### src/rtl/interleaver_pkg.sv
// Shared limits and FSM encoding for the N-channel trigger interleaver.
package interleaver_pkg;

    localparam int NCH_MIN      = 2;
    localparam int NCH_MAX      = 8;
    localparam int SYNC_MIN     = 2;
    localparam int SYNC_MAX     = 4;
    localparam int SYNC_DEFAULT = 2;

    localparam logic [0:0] ST_IDLE   = 1'b0;
    localparam logic [0:0] ST_ACTIVE = 1'b1;

endpackage

### src/rtl/sync_bit.sv
// Single-bit multi-flop synchroniser, clearable by the synchronous reset.
module sync_bit
    import interleaver_pkg::*;
#(
    parameter int STAGES = SYNC_DEFAULT
) (
    input  logic clk,
    input  logic rst_n,
    input  logic d,
    output logic q
);

    // Kept as discrete flops so the chain is never packed into an SRL.
    (* shreg_extract = "no", async_reg = "true" *) logic [STAGES-1:0] sync_p;

    always_ff @(posedge clk) begin
        if (!rst_n) begin
            sync_p <= '0;
        end else begin
            sync_p <= {sync_p[STAGES-2:0], d};
        end
    end

    assign q = sync_p[STAGES-1];

endmodule

### src/rtl/interleaver_n.sv
// Trigger-driven channel selector: fixed lowest-channel or round-robin over a mask.
module interleaver_n
    import interleaver_pkg::*;
#(
    parameter int NCH         = 4,
    parameter int SYNC_STAGES = 2
) (
    input  logic                    clk,
    input  logic                    rst_n,
    input  logic                    trigger,
    input  logic                    interleave_b,
    input  logic                    ff_en,
    input  logic [NCH-1:0]          ch_mask,
    output logic [NCH-1:0]          output_en,
    output logic [$clog2(NCH)-1:0]  cur_ch,
    output logic                    wrap
);

    localparam int CW = $clog2(NCH);

    logic [NCH+1:0]   async_raw;
    logic [NCH+1:0]   async_s;
    logic [NCH-1:0]   mask_s;
    logic             interleave_s;
    logic             ff_en_s;
    logic [0:0]       state;

    logic [2*NCH-1:0] mask_dbl;
    logic [NCH-1:0]   rot_mask;
    logic [CW-1:0]    rr_ch;
    logic             rr_wrap;
    logic [CW-1:0]    lo_ch;
    logic             lo_found;

    assign async_raw = {ff_en, interleave_b, ch_mask};

    for (genvar i = 0; i < NCH + 2; i++) begin : g_sync
        sync_bit #(.STAGES(SYNC_STAGES)) u_sync (
            .clk   (clk),
            .rst_n (rst_n),
            .d     (async_raw[i]),
            .q     (async_s[i])
        );
    end

    assign mask_s       = async_s[NCH-1:0];
    assign interleave_s = async_s[NCH];
    assign ff_en_s      = async_s[NCH+1];

    // Bit j of rot_mask is channel cur_ch+1+j (mod NCH), so the first hit is the next channel.
    assign mask_dbl = {mask_s, mask_s};
    assign rot_mask = NCH'(mask_dbl >> (int'(cur_ch) + 1));

    always_comb begin
        logic found;
        int   idx;
        found   = 1'b0;
        idx     = 0;
        rr_ch   = '0;
        rr_wrap = 1'b0;
        for (int j = 0; j < NCH; j++) begin
            if (!found && rot_mask[j]) begin
                found   = 1'b1;
                idx     = int'(cur_ch) + 1 + j;
                rr_wrap = (idx >= NCH);
                rr_ch   = CW'((idx >= NCH) ? idx - NCH : idx);
            end
        end
    end

    always_comb begin
        lo_found = 1'b0;
        lo_ch    = '0;
        for (int j = 0; j < NCH; j++) begin
            if (!lo_found && mask_s[j]) begin
                lo_found = 1'b1;
                lo_ch    = CW'(j);
            end
        end
    end

    always_ff @(posedge clk) begin
        if (!rst_n) begin
            state     <= ST_IDLE;
            output_en <= '0;
            cur_ch    <= '0;
            wrap      <= 1'b0;
        end else begin
            wrap <= 1'b0;
            if (trigger) begin
                if (!ff_en_s || !lo_found) begin
                    state     <= ST_IDLE;
                    output_en <= '0;
                    cur_ch    <= '0;
                end else if (interleave_s && state == ST_ACTIVE) begin
                    state     <= ST_ACTIVE;
                    cur_ch    <= rr_ch;
                    output_en <= NCH'(1) << rr_ch;
                    wrap      <= rr_wrap;
                end else begin
                    state     <= ST_ACTIVE;
                    cur_ch    <= lo_ch;
                    output_en <= NCH'(1) << lo_ch;
                end
            end
        end
    end

endmodule

### config.mk
export PLATFORM = sky130hd
export DESIGN_NAME = interleaver_n
export DESIGN_NICKNAME = d
export VERILOG_FILES = /design/src/rtl/interleaver_pkg.sv /design/src/rtl/sync_bit.sv /design/src/rtl/interleaver_n.sv
export SDC_FILE = /design/constraint.sdc
export NUM_CORES = 1
export LEC_CHECK = 0
export CORE_UTILIZATION = 45
export DETAILED_ROUTE_END_ITERATION = 7
export PLACE_DENSITY = 0.76
export SLEW_MARGIN = 0
export SYNTH_ARGS = -nofsm -noshare
export SYNTH_HDL_FRONTEND = slang
export SYNTH_SLANG_ARGS = --single-unit
### constraint.sdc
create_clock -name clk -period 2.8 [get_ports clk]
set_input_delay 0.42 -clock clk [delete_from_list [all_inputs] [get_ports clk]]
set_output_delay 0.42 -clock clk [all_outputs]
set_load 0.005 [all_outputs]
==> out/metrics.cfg <==
[outcome]
status=finished clean

[worst_hold_path]
holdCritStartpoint=g_sync[3].u_sync.sync_p[0]$_SDFF_PN0_
min_path_type=reg2reg
whs_path_depth=1
worstHoldEndpoint=g_sync[3].u_sync.sync_p[1]$_SDFF_PN0_

[global_route]
overflow=0
grt_pass1_vias=788
grt_start_max_net_pins=22
grt_usage_pct=17.5
grt_pass1_wl_um=3330
grt_antenna_before_repair=0

[power]
irDropWorstVdd_uv=341
p_total_w=0.000506
p_leak_nw=0.440
power_density_mw_per_mm2=419

[yosys]
yosysWarnings=0
synthCells=108
synth_top_area_share_pct=38.9
synth_edf_count=0
synthArstFlopShare_pct=0
avgSynthCellArea_um2=9.52
synth_nets=122
synth_area_leaders=dfxtp_1, and2_1, ha_1
ys.flop_type=dfxtp_1
seq_area_frac_synth_pct=38.9
yosysTopAreaCell=dfxtp_1
ys_ff_latch=20
yosysUniqueCellTypes=39
synth_area_mm2=0.00103

[sta]
worst_slew_pin_slew_ns=0.681
finalMaxSlewViolations=0
period_share_pct=82.2
setup_viol=0
finalSetupTns_ns=0
hold_viol_final=0
min_period_ns=2.30
rsz0062_at_grt=false
timing.fmax_mhz=434
max_slew_margin_pct=53.9
final.setup_skew_ns=0.0100

[worst_setup_path]
cp_data_required_time_ns=3.01
r2r_setup_slack_ns=0.50
crit_path_start_kind=flip-flop
arrival_ns=2.51
path_max_fanout=21
regToRegStartpoint=cur_ch[1]$_SDFFE_PN0P_
critPathCaptureType=flip-flop
r2r_end=output_en[0]$_SDFFE_PN0P_
crit_type=reg2reg
r2r_cells=5

[route]
antenna_left=0
first_pass_iters=4
num_vias=818
post-route-drc-count=0
drt_iter0_markers=21
wl_um=1840
via_per_inst=5.60
wl_per_cell_um=12.6

[placement]
place_congestion=0.791
placed_cells=142
portBuffers=15
place_area_mm2=0.00117
dpl.hpwl_um=1300

[cts]
ctsHoldBuffers=0
cts_buffers=3
clock-root-buffer=clkbuf_4
h-tree-depth=1
cts.sink_count=20
post_cts_buffers=0
clkTransAtPathRegs_ns=0.11
cts_resized=0
cts_max_path_buffers=2
clk_latency_ns=0.30
tritoncts=done

[job]
cap_violations=0

[finish]
nNetsFinal=134
stdcell_count=146
area_growth_pct=17.4
fin_area_mm2=0.00121
layout-drive-gt1-share_pct=5.88
num_antenna_cells=0
fin_util_pct=58.6

[floorplanning]
die_y_um=49.8
rows=16
start_util_pct=49.9
die_x_um=49.8
die-area_mm2=0.00248
core_area_mm2=0.00206
ios=16

[cells by family after synthesis]
kind of cell / share of synthesized area, %
simple gates: 29.6
compound gates: 16.5
flops: 38.9
buf+inv: 5.11
fa+ha+maj: 6.08
mux: 2.92
xor+xnor: 0.852
[routing by layer]
layer / GRT usage, % / vias up / part of all wire (%)
li1: - / 417 / -
met1: 21.1 / 372 / 48
met2: 28.6 / 24 / 44
met3: 4.01 / 5 / 4.8
met4: 9.05 / 0 / 2.5
met5: 0 / - / 0
[critical path: stages (launching register included)]
cell and delay (ns):
dfxtp_1 0.54, or3b_1 0.47, a2111o_1 0.45, a211oi_2 0.36, nor2_1 0.11, a32o_1 0.27
[final cells by class]
class                   count  area [µm²]
fillers                   181         855
multi-input cells          77         576
flip-flops and latches     20         400
repair buffers             15         150
clock buffers               4        36.3
well taps                  27        33.8
inverters                   3        11.3
[how the worst max path moves through the flow]
stage	start	depth (start not counted)	slack (ns)	end
finish	cur_ch[1]$_SDFFE_PN0P_	5	0.50	output_en[0]$_SDFFE_PN0P_
global route	cur_ch[1]$_SDFFE_PN0P_	5	0.30	output_en[0]$_SDFFE_PN0P_
CTS	cur_ch[1]$_SDFFE_PN0P_	5	0.51	output_en[0]$_SDFFE_PN0P_
detailed placement	cur_ch[1]$_SDFFE_PN0P_	5	0.53	output_en[0]$_SDFFE_PN0P_
global placement	cur_ch[1]$_SDFFE_PN0P_	5	0.63	output_en[0]$_SDFFE_PN0P_
floorplan	cur_ch[1]$_SDFFE_PN0P_	6	0.77	output_en[0]$_SDFFE_PN0P_
[metrics by stage]
step / setup slack (ns) / hold slack [ns]
detailed placement: 0.528 / 0.420
floorplan: 0.773 / 0.412
finish: 0.498 / 0.441
CTS: 0.512 / 0.447
global route: 0.303 / 0.461
global placement: 0.625 / 0.415
[cell usage in the layout, fill, tap and decap left out, drive strengths merged, types with 4 or more instances in the layout]
| master | count |
|---|---|
| nand2 | 4 |
| nor2 | 5 |
| dfxtp | 20 |
| nor2b | 4 |
| and2 | 15 |
| clkdlybuf4s50 | 15 |
| ha | 5 |
| nor3 | 4 |
| nor3b | 4 |
| clkbuf | 4 |
[registers in the layout (all words and copies together) (netlist names)]
| signal | count |
|---|---|
| wrap | 1 |
| output_en | 4 |
| g_sync.u_sync.sync_p | 12 |
| cur_ch | 2 |
| state | 1 |
[synthesized netlist by cell type, types with 2 or more instances]
library cell,n
buf_2,3
clkbuf_1,4
nor2b_1,4
dfxtp_1,20
or3b_1,3
a21oi_1,2
a2bb2oi_1,3
and2_1,15
nand3b_1,2
nand2_1,4
ha_1,5
a22oi_1,2
a32o_1,2
nor3b_1,4
inv_1,2
nor3_1,4
nor2_1,5
mux2i_1,3
[report_power, final]
group          switching (W)  internal [W]   total, W  leakage (nW)
combinational      0.0000159     0.0000248  0.0000407         0.255
clock              0.0000839     0.0000794   0.000163        0.0210
sequential        0.00000857      0.000293   0.000302         0.164
total               0.000108      0.000397   0.000506         0.440
Power figures use the tool's default switching activity.
